**config.mk**
```make
export PLATFORM = sky130hd
export DESIGN_NAME = sap_computer
export DESIGN_NICKNAME = d
export VERILOG_FILES = /design/src/rtl/arch_defs_pkg.sv /design/src/rtl/sap_computer_control_unit.sv /design/src/rtl/sap_computer_program_counter.sv /design/src/rtl/sap_computer_ram.sv /design/src/rtl/sap_computer_register.sv /design/src/rtl/sap_computer.sv
export SDC_FILE = /design/constraint.sdc
export NUM_CORES = 1
export LEC_CHECK = 0
export CAP_MARGIN = 20
export CORE_MARGIN = 4
export CORE_UTILIZATION = 57
export DETAILED_ROUTE_END_ITERATION = 6
export GPL_TIMING_DRIVEN = 0
export PLACE_DENSITY = 0.77
export RECOVER_POWER = 50
export SLEW_MARGIN = 20
export SYNTH_ARGS = -nofsm -noshare
export SYNTH_HDL_FRONTEND = slang
export SYNTH_HIERARCHICAL = 1
export SYNTH_SLANG_ARGS = --single-unit
```
**constraint.sdc**
```tcl
create_clock -name clk -period 7 [get_ports clk]
set_input_delay 1.4 -clock clk [delete_from_list [all_inputs] [get_ports clk]]
set_output_delay 1.4 -clock clk [all_outputs]
set_load 0.01 [all_outputs]
```
**src/rtl/arch_defs_pkg.sv**
```systemverilog
// Shared widths, opcode/microstep encodings and the control word for the SAP computer.
// Optional build macro SAP_TRACE_EN is consumed by the top level only.
package arch_defs_pkg;

    localparam int DATA_WIDTH = 8;
    localparam int ADDR_WIDTH = 4;
    localparam int RAM_DEPTH  = 2 ** ADDR_WIDTH;

    typedef enum logic [3:0] {
        OP_NOP = 4'h0,
        OP_LDA = 4'h1,
        OP_ADD = 4'h2,
        OP_SUB = 4'h3,
        OP_STA = 4'h4,
        OP_LDI = 4'h5,
        OP_JMP = 4'h6,
        OP_JC  = 4'h7,
        OP_JZ  = 4'h8,
        OP_JN  = 4'h9,
        OP_OUT = 4'hE,
        OP_HLT = 4'hF
    } opcode_t;

    typedef enum logic [2:0] {
        RESET,
        T0,
        T1,
        T2,
        T3,
        T4,
        T5,
        T6
    } microstep_t;

    typedef enum logic [1:0] {
        A_SRC_MEM,
        A_SRC_IMM,
        A_SRC_ALU
    } a_src_t;

    typedef struct packed {
        logic   mar_from_pc;
        logic   mar_from_ir;
        logic   ir_load;
        logic   pc_inc;
        logic   pc_load;
        logic   a_load;
        a_src_t a_src;
        logic   b_load;
        logic   o_load;
        logic   ram_write;
        logic   alu_sub;
        logic   flags_zn_load;
        logic   flags_c_load;
        logic   halt_set;
    } control_word_t;

    localparam control_word_t CW_IDLE = '0;

    function automatic microstep_t next_microstep(input microstep_t step);
        case (step)
            RESET:   return T0;
            T0:      return T1;
            T1:      return T2;
            T2:      return T3;
            T3:      return T4;
            T4:      return T5;
            T5:      return T6;
            default: return T0;
        endcase
    endfunction

endpackage

```
**src/rtl/sap_computer_control_unit.sv**
```systemverilog
// Fixed 7-step sequencer plus microcode decode; once halted, every control line stays idle.
module sap_computer_control_unit
    import arch_defs_pkg::*;
(
    input  logic          clk,
    input  logic          reset,
    input  logic [3:0]    opcode,
    input  logic          flag_zero,
    input  logic          flag_carry,
    input  logic          flag_negative,
    output control_word_t cw,
    output logic          halt
);

    microstep_t step;
    microstep_t step_next;

    always_ff @(posedge clk) begin
        if (reset) begin
            step <= RESET;
            halt <= 1'b0;
        end else begin
            if (!halt) begin
                step <= step_next;
            end
            if (cw.halt_set) begin
                halt <= 1'b1;
            end
        end
    end

    always_comb begin
        step_next = next_microstep(step);
    end

    always_comb begin
        cw = CW_IDLE;
        if (!halt) begin
            case (step)
                T0: cw.mar_from_pc = 1'b1;
                T1: begin
                    cw.ir_load = 1'b1;
                    cw.pc_inc  = 1'b1;
                end
                T2: begin
                    case (opcode_t'(opcode))
                        OP_LDA, OP_ADD, OP_SUB, OP_STA: cw.mar_from_ir = 1'b1;
                        OP_LDI: begin
                            cw.a_load        = 1'b1;
                            cw.a_src         = A_SRC_IMM;
                            cw.flags_zn_load = 1'b1;
                        end
                        OP_JMP: cw.pc_load = 1'b1;
                        OP_JC:  cw.pc_load = flag_carry;
                        OP_JZ:  cw.pc_load = flag_zero;
                        OP_JN:  cw.pc_load = flag_negative;
                        OP_OUT: cw.o_load  = 1'b1;
                        OP_HLT: cw.halt_set = 1'b1;
                        default: ;
                    endcase
                end
                T3: begin
                    case (opcode_t'(opcode))
                        OP_LDA: begin
                            cw.a_load        = 1'b1;
                            cw.a_src         = A_SRC_MEM;
                            cw.flags_zn_load = 1'b1;
                        end
                        OP_ADD, OP_SUB: cw.b_load    = 1'b1;
                        OP_STA:         cw.ram_write = 1'b1;
                        default: ;
                    endcase
                end
                T4: begin
                    // The ALU result lands in A one step after B is fetched.
                    if (opcode_t'(opcode) == OP_ADD || opcode_t'(opcode) == OP_SUB) begin
                        cw.a_load        = 1'b1;
                        cw.a_src         = A_SRC_ALU;
                        cw.alu_sub       = (opcode_t'(opcode) == OP_SUB);
                        cw.flags_zn_load = 1'b1;
                        cw.flags_c_load  = 1'b1;
                    end
                end
                default: ;
            endcase
        end
    end

endmodule

```
**src/rtl/sap_computer_program_counter.sv**
```systemverilog
// Program counter: wraps naturally at 2**ADDR_WIDTH; a jump load wins over increment.
module sap_computer_program_counter
    import arch_defs_pkg::*;
(
    input  logic                  clk,
    input  logic                  reset,
    input  logic                  inc,
    input  logic                  load,
    input  logic [ADDR_WIDTH-1:0] load_value,
    output logic [ADDR_WIDTH-1:0] counter_out
);

    always_ff @(posedge clk) begin
        if (reset) begin
            counter_out <= '0;
        end else if (load) begin
            counter_out <= load_value;
        end else if (inc) begin
            counter_out <= counter_out + 1'b1;
        end
    end

endmodule

```
**src/rtl/sap_computer_ram.sv**
```systemverilog
// 16x8 program/data RAM: combinational read, synchronous write; contents survive reset.
module sap_computer_ram
    import arch_defs_pkg::*;
(
    input  logic                  clk,
    input  logic                  write_en,
    input  logic [ADDR_WIDTH-1:0] addr,
    input  logic [DATA_WIDTH-1:0] write_data,
    output logic [DATA_WIDTH-1:0] read_data
);

    logic [DATA_WIDTH-1:0] mem [0:RAM_DEPTH-1];

    always_ff @(posedge clk) begin
        if (write_en) begin
            mem[addr] <= write_data;
        end
    end

    assign read_data = mem[addr];

    // Snapshot access to a single word for observers outside the datapath.
    task automatic dump(input logic [ADDR_WIDTH-1:0] word_addr,
                        output logic [DATA_WIDTH-1:0] word_data);
        word_data = mem[word_addr];
    endtask

endmodule

```
**src/rtl/sap_computer_register.sv**
```systemverilog
// Generic load-enabled register used for A, B, O, IR and MAR.
module sap_computer_register
    import arch_defs_pkg::*;
#(
    parameter int WIDTH = DATA_WIDTH
) (
    input  logic             clk,
    input  logic             reset,
    input  logic             load,
    input  logic [WIDTH-1:0] data_in,
    output logic [WIDTH-1:0] latched_data
);

    always_ff @(posedge clk) begin
        if (reset) begin
            latched_data <= '0;
        end else if (load) begin
            latched_data <= data_in;
        end
    end

endmodule

```
**src/rtl/sap_computer.sv**
```systemverilog
// SAP-1.5 style computer top: datapath registers, ALU, flags and control unit.
// Define SAP_TRACE_EN to print a state line at every T6 edge and on halt.
module sap_computer
    import arch_defs_pkg::*;
(
    input  logic                  clk,
    input  logic                  reset,
    output logic [DATA_WIDTH-1:0] out_val,
    output logic                  flag_zero_o,
    output logic                  flag_carry_o,
    output logic                  flag_negative_o
);

    control_word_t         cw;
    logic                  halt;
    logic [ADDR_WIDTH-1:0] pc;
    logic [ADDR_WIDTH-1:0] mar;
    logic [ADDR_WIDTH-1:0] mar_in;
    logic [DATA_WIDTH-1:0] ir;
    logic [DATA_WIDTH-1:0] a_reg;
    logic [DATA_WIDTH-1:0] a_in;
    logic [DATA_WIDTH-1:0] b_reg;
    logic [DATA_WIDTH-1:0] ram_data;
    logic [DATA_WIDTH:0]   alu_full;
    logic                  flag_zero;
    logic                  flag_carry;
    logic                  flag_negative;

    sap_computer_control_unit u_control_unit (
        .clk           (clk),
        .reset         (reset),
        .opcode        (ir[7:4]),
        .flag_zero     (flag_zero),
        .flag_carry    (flag_carry),
        .flag_negative (flag_negative),
        .cw            (cw),
        .halt          (halt)
    );

    sap_computer_program_counter u_program_counter (
        .clk         (clk),
        .reset       (reset),
        .inc         (cw.pc_inc),
        .load        (cw.pc_load),
        .load_value  (ir[3:0]),
        .counter_out (pc)
    );

    assign mar_in = cw.mar_from_pc ? pc : ir[3:0];

    sap_computer_register #(.WIDTH(ADDR_WIDTH)) u_register_mar (
        .clk          (clk),
        .reset        (reset),
        .load         (cw.mar_from_pc | cw.mar_from_ir),
        .data_in      (mar_in),
        .latched_data (mar)
    );

    sap_computer_ram u_ram (
        .clk        (clk),
        .write_en   (cw.ram_write),
        .addr       (mar),
        .write_data (a_reg),
        .read_data  (ram_data)
    );

    sap_computer_register #(.WIDTH(DATA_WIDTH)) u_register_ir (
        .clk          (clk),
        .reset        (reset),
        .load         (cw.ir_load),
        .data_in      (ram_data),
        .latched_data (ir)
    );

    sap_computer_register #(.WIDTH(DATA_WIDTH)) u_register_B (
        .clk          (clk),
        .reset        (reset),
        .load         (cw.b_load),
        .data_in      (ram_data),
        .latched_data (b_reg)
    );

    // Subtraction is A + ~B + 1, so the carry out reads as "no borrow".
    always_comb begin
        if (cw.alu_sub) begin
            alu_full = {1'b0, a_reg} + {1'b0, ~b_reg} + 9'd1;
        end else begin
            alu_full = {1'b0, a_reg} + {1'b0, b_reg};
        end
    end

    always_comb begin
        case (cw.a_src)
            A_SRC_IMM: a_in = {4'h0, ir[3:0]};
            A_SRC_ALU: a_in = alu_full[DATA_WIDTH-1:0];
            default:   a_in = ram_data;
        endcase
    end

    sap_computer_register #(.WIDTH(DATA_WIDTH)) u_register_A (
        .clk          (clk),
        .reset        (reset),
        .load         (cw.a_load),
        .data_in      (a_in),
        .latched_data (a_reg)
    );

    sap_computer_register #(.WIDTH(DATA_WIDTH)) u_register_o (
        .clk          (clk),
        .reset        (reset),
        .load         (cw.o_load),
        .data_in      (a_reg),
        .latched_data (out_val)
    );

    // Z and N track whatever value is being written into A; C only moves on ADD/SUB.
    always_ff @(posedge clk) begin
        if (reset) begin
            flag_zero     <= 1'b0;
            flag_carry    <= 1'b0;
            flag_negative <= 1'b0;
        end else begin
            if (cw.flags_zn_load) begin
                flag_zero     <= (a_in == '0);
                flag_negative <= a_in[DATA_WIDTH-1];
            end
            if (cw.flags_c_load) begin
                flag_carry <= alu_full[DATA_WIDTH];
            end
        end
    end

    assign flag_zero_o     = flag_zero;
    assign flag_carry_o    = flag_carry;
    assign flag_negative_o = flag_negative;

`ifdef SAP_TRACE_EN
    always @(posedge clk) begin
        if (!reset && !halt && u_control_unit.step == T6) begin
            $display("[SAP] t=%0t PC=%h IR=%h A=%h B=%h O=%h Z=%b C=%b N=%b",
                     $time, pc, ir, a_reg, b_reg, out_val,
                     flag_zero, flag_carry, flag_negative);
        end
        if (!reset && cw.halt_set) begin
            $display("[SAP] t=%0t halted at PC=%h", $time, pc);
        end
    end
`else
`endif

endmodule

```
; After elaboration in Yosys (flattened, before gate mapping)
; Memory sizes are Yosys's and may differ from the RTL's. A register that Yosys moved wholly into a read port is not among the register bits.
; Index checks and enable logic that the tools add are counted.
[classes]
n_addsub = 4
eq_ne = 19
n_mux = 35
bitwise_logic = 2
reduce_logical = 5
[op_table]
columns = op, n
row1 = $mux 4, 5
row2 = $add 8x8->9, 2
row3 = $mux 1, 18
row4 = $pmux 3 s6, 1
row5 = $eq 4x3->1 const B, 4
row6 = $eq 4x4->1 const B, 4
row7 = $pmux 8 s2, 1
row8 = $mux 15, 1
row9 = $mux 3, 4
row10 = $add 9x1->9 const B, 1
row11 = $eq 3x3->1 const B, 3
row12 = $mux 9, 1
row13 = $pmux 3 s3, 1
row14 = $eq 4x2->1 const B, 2
row15 = $logic_not 8->1, 1
row16 = $not 8->8, 1
row17 = $eq 3x2->1 const B, 2
row18 = $add 4x1->4 const B, 1
row19 = $eq 4x1->1 const B, 1
row20 = $pmux 1 s4, 1
row21 = $reduce_or 4->1, 1
row22 = $eq 3x1->1 const B, 1
row23 = $pmux 1 s3, 1
row24 = $eq 2x1->1 const B, 1
row25 = other kinds (6), 6
[word_totals]
reg_bits = 47
mem_bits_rw = 128
inputBits = 2
output_inout_bits = 11
n_memories = 1
[memory_table]
columns = memory, depth, width, read_ports, rd_clocked_by_memory_dff, write_ports, line_no
row1 = u_ram.mem, 16, 8, 1, 1, 1, sap_computer_ram.sv:12  ; logic [DATA_WIDTH-1:0] mem [0:RAM_DEPTH-1];

; Longest topological paths before layout
; Gate-level depths: netlist (run 1).
[depth]
ltp_word = 8
depth_mapped = 14

; By module
; Netlist (run 1), hierarchy kept.
[modules_own_cells]
columns = module, n_inst, cells_per_inst, area_each_um2, seq_area_each_um2
row1 = sap_computer_ram, 1, 222, 4907.2, 3843.7
row2 = sap_computer_register (u_register_A ...), 4, 26, 285.3, 160.2
row3 = sap_computer, 1, 146, 1103.6, 60.1
row4 = sap_computer_control_unit, 1, 54, 381.6, 80.1
row5 = sap_computer_program_counter, 1, 22, 205.2, 80.1
row6 = sap_computer_register (u_register_mar), 1, 13, 140.1, 80.1

; Worst setup path after synthesis (run 1)
; No wires, ideal clock.
[synth_path]
path_type = register to register
startpoint = reg u_control_unit.step[1]
endpoint = mem u_ram.mem[0][0], enable pin
setup_ns = 0.383
arrival_time_ns = 2.369
required_ns = 6.617
slack_ns = 4.248
path_stages_with_launch = 6
cell_sequence = dfxtp_1 nand2b_1 or4_1 nor4_1 or3b_2 nor3_1
[synth_rtl]
columns = item, line_no
row1 = "start, declared", sap_computer_control_unit.sv:15  ; microstep_t step;
row2 = "start signal, assigned", sap_computer_control_unit.sv:24  ; step <= step_next;
row3 = "end, declared", sap_computer_ram.sv:12

; Final worst setup path (run 1)
[layout_path]
startpoint = reg u_register_A.latched_data[0]
endpoint = reg flag_zero (netlist: flag_zero_o)
[layout_via]
elab_chain_cells = 5
elab_cells_between_ends = 6
[layout_lines]
columns = item, line_no
row1 = "start, declared", sap_computer_register.sv:11  ; output logic [WIDTH-1:0] latched_data
row2 = "start signal, assigned", sap_computer_register.sv:18  ; latched_data <= data_in;
row3 = $add 8x8->9, sap_computer.sv:86  ; alu_full = {1'b0, a_reg} + {1'b0, ~b_reg} + 9'd1;
row4 = $add 9x1->9, sap_computer.sv:86
row5 = $mux 9 *, sap_computer.sv:85  ; if (cw.alu_sub) begin
row6 = $pmux 8 s2 *, sap_computer.sv:93  ; case (cw.a_src)
row7 = named net a_in[6], sap_computer.sv:21  ; logic [DATA_WIDTH-1:0] a_in;
row8 = $logic_not 8->1 *, sap_computer.sv:124  ; flag_zero <= (a_in == '0);
row9 = "end signal, assigned", sap_computer.sv:124
row10 = "end, declared", sap_computer.sv:25  ; logic flag_zero;
; Mark *: on every way through the listed nets, which the timed path passes. The rest lies on a longest branch.
; A chain may end at the register's enable or synchronous reset.

==> metrics list, run 1 <==
* H-tree lvl count: 4
* NetSw: 0.465 mW
- After clock tree synthesis, the clock-pin slew on the worst setup and hold paths is 0.07 ns.
* Setup repair after global routing missed its margin: no
- Dividing the final minimum period by the clock period gives 0.479.
* Die footprint: 15800 um2
- Highest Clock Rate: 298 MHz
* Number of iterations in the first detailed-routing pass: 5
- The routed design has 16.4 mm of wire.
- The number of antenna violations at the first check in global routing is 0.
- Cells on worst reg2reg path: 10
* Dpl hpwl: 11.2 mm
- Iteration-0 DRC count of the detailed router: 443
- Switching part of the total power: 0.221
* Std-Cell Core Area: 13400 um2
- STA classifies the critical path startpoint as a flip-flop.
- The first global-routing pass estimated 26.1 mm of wire.
* Initial Utilization: 0.588
- The number of clock buffers added by TritonCTS is 17.
- After detailed routing, the number of remaining DRC violations is 0.
- Number of buffers inserted for hold repair after clock tree synthesis: 0
* Critical path, cell by cell: inv_1 -> ha_1 -> fa_1 -> nand2b_1 -> a21oi_1 -> o21ai_0 -> a21oi_1 -> o31ai_1 -> or4_1 -> o31ai_2
- The clock drives 175 sinks.
- Average routed wire per standard cell: 21.1 um
- The die is 126 um tall.
* Port Buffers: 12
- Total negative slack for setup checks: 0 ns
* Cell area after placement: 8240 um2
* Number of nets in the final layout: 615
* I/O pin count: 13
- Entering global routing, the biggest net connects 22 pins.
- Total power for the finished layout comes to 2.11 mW.
- Post-route setup slack: 3.64 ns
- At the placement stage, the worst setup path has a slack of 3.45 ns.
* Count of nets left with antenna violations after detail routing: 0
- The count of endpoints failing hold in the final timing report was 0.
- For the pin with the worst max-slew slack, the measured transition is 1.08 ns.
- Summing all non-filler instances in the final layout gives an area of 8850 um2.
* Arrival time at the worst endpoint: 3.69 ns
- Number of max-cap violations: 0
- Of the total power, combinational logic draws 0.027.
- The share of total power dissipated in sequential elements is 0.526.
- Largest driver fanout on the critical path: 20
* CP Class: flip-flop to flip-flop
- Grt ovf: 0
- Global Route Usage Sum: 0.217
* Synth Net Count: 584
- Ant. Diodes: 0
* GP Congestion: 0.929
- TritonCTS built the clock tree.
* Reported leakage power: 2.94 nW
- For the worst-skew pair, the clock arrives at the later sink with an insertion delay of 0.42 ns.
* Instance count of the mapped netlist: 560
- Worst vdd ir: 388 uV
* Type of the most critical hold path: flip-flop to flip-flop
- Post-CTS resize count: 0
* Detail-routed via count per cell: 6.15
* Critical path's most frequent cell: sky130_fd_sc_hd__a21oi_1
- In this run the power density over the cells is 238 nW/um2.
* Largest buffer count on any clock path: 2
- The smallest clock period supported by the final layout is computed as 3.36 ns.
- Worst-path cell with the longest stage delay: sky130_fd_sc_hd__dfxtp_1
- Post-synthesis average cell area: 14.1 um2
- After floorplanning, the core was divided into 42 placement rows.
- CP Capture Type: flip-flop
- Compared with the post-synthesis result, the final layout area differs by 12.4%.
* Hold Path Stages: 2
- During synthesis, Yosys emitted a total of 6 warnings.
* Vias in the first global route: 4746
- In this run the horizontal extent of the chip is 126 um.
* Max-slew violation count: 0
* Number of vias after detailed routing: 4794
- Clock Skew: 0.00784 ns
* Synthesized cell area: 7880 um2
* Critical path data required time: 7.33 ns
- Setup-violating endpoint count in the final report: 0
- Post-CTS setup buffer count: 0
- Filler Cell Count: 945
* Pint: 1.64 mW
- Share of final-layout standard cells stronger than drive strength 1: 0.172
- Measured against its own limit, the worst slew margin works out to 0.273.
- Root buffer cell: sky130_fd_sc_hd__clkbuf_16
* Outcome: completed
- Clock network fraction of total power: 0.447
- Biggest cell delay along the critical path: 0.88 ns
## critical path: cells and delay by family (launching register included)
family                     cells  cell delay [ns]
AOI/OAI and AO/OA              5             0.89
DFF                            1             0.88
and+or+nand+nor                2             0.69
adders and majority gates      2             0.64
buffers and inverters          1             0.16
## cells in the final DEF (no fill, tap or decap), types with 10 or more instances in the layout
| master | instances |
|---|---|
| sky130_fd_sc_hd__nand2_1 | 26 |
| sky130_fd_sc_hd__nor2_1 | 65 |
| sky130_fd_sc_hd__clkdlybuf4s50_1 | 11 |
| sky130_fd_sc_hd__mux4_2 | 32 |
| sky130_fd_sc_hd__edfxtp_1 | 128 |
| sky130_fd_sc_hd__a22oi_1 | 17 |
| sky130_fd_sc_hd__ha_1 | 20 |
| sky130_fd_sc_hd__nor3_1 | 10 |
| sky130_fd_sc_hd__mux2i_1 | 41 |
| sky130_fd_sc_hd__a21oi_1 | 11 |
| sky130_fd_sc_hd__dfxtp_1 | 47 |
| sky130_fd_sc_hd__clkbuf_16 | 19 |
| sky130_fd_sc_hd__inv_1 | 22 |
## per-stage QoR
step	hold slack (ns)	utilization	instances
6_report	0.497	0.660	780
3_5_place_dp	0.484	0.615	748
4_1_cts	0.501	0.660	780
5_1_grt	0.541	0.660	780
2_1_floorplan	0.479	-	560
3_3_place_gp	0.474	0.613	748
## per-layer routing
| metal | track usage | share of wire | wire length [um] |
|---|---|---|---|
| met5 | 0 | 0 | 0 |
| met4 | 0.0574 | 0.017 | 284 |
| met3 | 0.0588 | 0.076 | 1250 |
| met2 | 0.357 | 0.50 | 8240 |
| met1 | 0.288 | 0.41 | 6660 |
## power by group through the flow
stage / Clock [mW] / Sequential, mW / Combinational, mW
floorplan: 0 / 1.13 / 0.0423
global placement: 0 / 1.13 / 0.0538
detailed placement: 0 / 1.13 / 0.0556
CTS: 0.956 / 1.11 / 0.0562
global route: 1.01 / 1.11 / 0.0616
finish: 0.942 / 1.11 / 0.0566
## layout make-up
cell class                      count  area [um2]  share of cell area
Clock buffer                       19         475              0.0537
Sequential cell                   175        4780               0.541
Buffer                             30         195              0.0221
Clock inverter                     13         133              0.0150
Timing Repair Buffer               12         120              0.0136
Tap cell                          176         220              0.0249
Multi-Input combinational cell    332        2840               0.320
Inverter                           23        86.3             0.00976
## worst paths after layout
path,slack (ns),to,startpoint
worst max-delay path,3.64,flag_zero_o,u_register_A/latched_data[0]
worst min-delay path,0.50,u_register_o/latched_data[0],u_register_o/latched_data[0]
worst max register to register,3.64,flag_zero_o,u_register_A/latched_data[0]
worst min register to register,0.50,u_register_o/latched_data[0],u_register_o/latched_data[0]
## registers in the layout (all words and copies together), names as in the netlist
register / cells
u_ram/mem: 128
u_control_unit/halt: 1
flag_carry_o: 1
u_register_o/latched_data: 8
u_register_B/latched_data: 8
flag_negative_o: 1
u_program_counter/counter_out: 4
flag_zero_o: 1
u_control_unit/step: 3
u_register_A/latched_data: 8
u_register_ir/latched_data: 8
u_register_mar/latched_data: 4
Note: power is estimated with default switching activity, not from simulation.
==> run 2, diff against run 1 <==
- clock period: 7 -> 3.5 ns (I/O delays scaled with it)
==> run 2 against run 1 <==
Net effect: cell count is the same; total power grew 100%; flip-flop and latch count is the same; via count shrank 0.19%; die area is the same; largest power group unchanged; clock-buffer cell count is the same; global-route usage is the same; combinational power grew 100%; final area is essentially flat; largest cell class unchanged; non-clock buffer count is the same.
==> metrics list, run 2 (synthesis results as in run 1) <==
- Worst-path cell with the longest stage delay: sky130_fd_sc_hd__dfxtp_1
* Grt ovf: 0
* Setup-violating endpoint count in the final report: 0
- Critical path's most frequent cell: sky130_fd_sc_hd__a21oi_1
- Setup repair after global routing missed its margin: no
* Filler Cell Count: 945
* Reported leakage power: 2.97 nW
- From left edge to right edge, the die measures 126 um.
- In this run the critical register-to-register path is launched from u_register_A/latched_data[1].
- During placement, the flow inserted port buffers numbering 12.
* Insertion delay of the later-clocked pin in the worst-skew pair: 0.43 ns
- For this design, the sink count on the clock tree is 175.
* Count of nets left with antenna violations after detail routing: 0
- The via count of the first global-routing pass is 4746.
* Row cnt: 42
- Detailed-routed wire length on met2: 8.20 mm
- The min-delay analysis places its worst path in the category flip-flop to flip-flop.
- TritonCTS built the clock tree.
* Critical path, cell by cell: inv_1 -> fa_1 -> nand2b_1 -> a21oi_1 -> o21ai_0 -> a21oi_1 -> o31ai_1 -> or4_1 -> o31ai_2
* Post-layout min period: 3.22 ns
* Tightest hold margin: 0.493 ns
- The run finished with clean final reports.
- Number of buffers inserted for hold repair after clock tree synthesis: 0
- Arrival time at the worst endpoint: 3.56 ns
- Number of max-cap violations: 0
- Max FFs per register: 128
- Of all nets on the critical path, the largest fanout is 21.
- Max-slew violation count: 0
- The root buffer cell chosen for the clock tree is sky130_fd_sc_hd__clkbuf_16.
- Number of vias after detailed routing: 4785
* Highest Clock Rate: 310 MHz
- Post-CTS resize count: 0
- By startpoint and endpoint, the worst setup path is classified as flip-flop to flip-flop.
* Critical path data required time: 3.83 ns
* Biggest cell delay along the critical path: 0.83 ns
- STA classifies the critical path endpoint as a flip-flop.
- Area grow syn2layout: 12.4%
- Clock Skew: 0.00973 ns
* I/O pin count: 13
* Register clock-pin slew on the reported worst setup and hold paths: 0.07 ns
- Final period utilization: 0.921
- Detail-routed via count per cell: 6.13
- Commonest non-fill, non-tap cell in the layout: sky130_fd_sc_hd__edfxtp_1
* H-tree lvl count: 4
- The die covers 15800 um2.
- Global-route wire length before repair: 26.1 mm
- Initial antenna violation count: 0
- Counting along the longest clock path gives a buffer depth of 2.
- Std-Cell Core Area: 13400 um2
* Origin of the worst min-delay path: u_register_o/latched_data[0]
- For this block, the routed nets add up to 16.5 mm of wire.
* DRC Markers: 0
* CP Launch Point: u_register_A/latched_data[1]
- The wire-length estimate of the detail-placed layout is 11.2 mm.
- Iteration-0 DRC count of the detailed router: 467
* Worst rel slew slack: 0.270
- Startpoint types: flip-flop
* Commonest cells after routing, fill and taps aside: sky130_fd_sc_hd__edfxtp_1 (128), sky130_fd_sc_hd__nor2_1 (65), sky130_fd_sc_hd__dfxtp_1 (46)
- More flip-flops sit in one register than any other, and that register is u_ram/mem.
* Final Hold Fails: 0
- At the end of routability-driven placement, the weighted congestion stood at 0.929.
- In this run the top signal layer used is met4.
- Number of nets in the final layout: 615
* CTS buffer count: 17
- Met3 wire length: 1.39 mm
- 0 antenna diodes ended up in the layout.
- In the final timing run, aggregate negative setup slack is 0 ns.
- For the pin with the worst max-slew slack, the measured transition is 1.08 ns.
* PD cells: 476 nW/um2
- The number of setup buffers added after CTS is 0.
- From bottom edge to top edge, the die measures 126 um.
- Share of final-layout standard cells stronger than drive strength 1: 0.174
- For this block, wires on met1 add up to 6.62 mm.
- Maximum number of pins on one net before global-route repair: 22
- Average routed wire per standard cell: 21.1 um
- Initial Utilization: 0.588
- Global Route Usage Sum: 0.217
- Before antenna repair, the detailed router went through 6 iterations.
* Worst vdd ir: 779 uV
run 2: changes by cell type in the layout (fill, tap and decap cells not counted), sizes merged:
cell	before	now
buf	22	24
dlygate4sd3	1	12
clkbuf	27	25
clkdlybuf4s50	11	0
run 2: cell type report:
cell class / count / area, um2 / share of cell area
multi-input combinational: 332 / 2840 / 0.321
timing repair buffer: 12 / 120 / 0.0136
clock inverter: 13 / 133 / 0.0150
clock buffer: 19 / 475 / 0.0537
inverter: 23 / 86.3 / 0.00975
buffer: 30 / 194 / 0.0219
sequential: 175 / 4790 / 0.540
tap: 176 / 220 / 0.0249
run 2: metal layers:
metal	global-route usage	vias up
met1	0.288	2385
li1	-	2179
met5	0	-
met2	0.357	202
met3	0.0588	19
met4	0.0574	0
run 2: worst max-delay path: cells and delay by family (launching register included):
family,cells,cell delay [ns]
buf+inv,1,0.22
compound gates,5,0.89
flops,1,0.83
simple gates,2,0.70
fa+ha+maj,1,0.48
run 2: path summary, 6_finish.rpt:
| kind | endpoint | slack, ns | depth (start not counted) |
|---|---|---|---|
| setup / recovery | flag_zero_o | 0.28 | 9 |
| hold / removal | u_register_o/latched_data[0] | 0.49 | 2 |
| setup reg to reg | flag_zero_o | 0.28 | 9 |
| hold reg to reg | u_register_o/latched_data[0] | 0.49 | 2 |
run 2: where the power goes:
part | leakage, nW | internal (mW) | switching, mW
Clock | 0.303 | 1.03 | 0.852
Combinational | 1.11 | 0.0492 | 0.0642
Sequential | 1.57 | 2.20 | 0.0159
Total | 2.97 | 3.29 | 0.933
run 2: per-stage QoR:
| stage | area (um2) | setup slack, ns | utilization | power [mW] | instances |
|---|---|---|---|---|---|
| finish | 8850 | 0.278 | 0.661 | 4.22 | 780 |
| global route | 8850 | 0.0657 | 0.661 | 4.35 | 780 |
| CTS | 8840 | 0.0682 | 0.660 | 4.24 | 780 |
| detailed placement | 8240 | 0.0960 | 0.615 | 2.38 | 748 |
| global placement | 8220 | -0.187 | 0.613 | 2.37 | 748 |
| floorplan | 7880 | 0.748 | - | 2.34 | 560 |
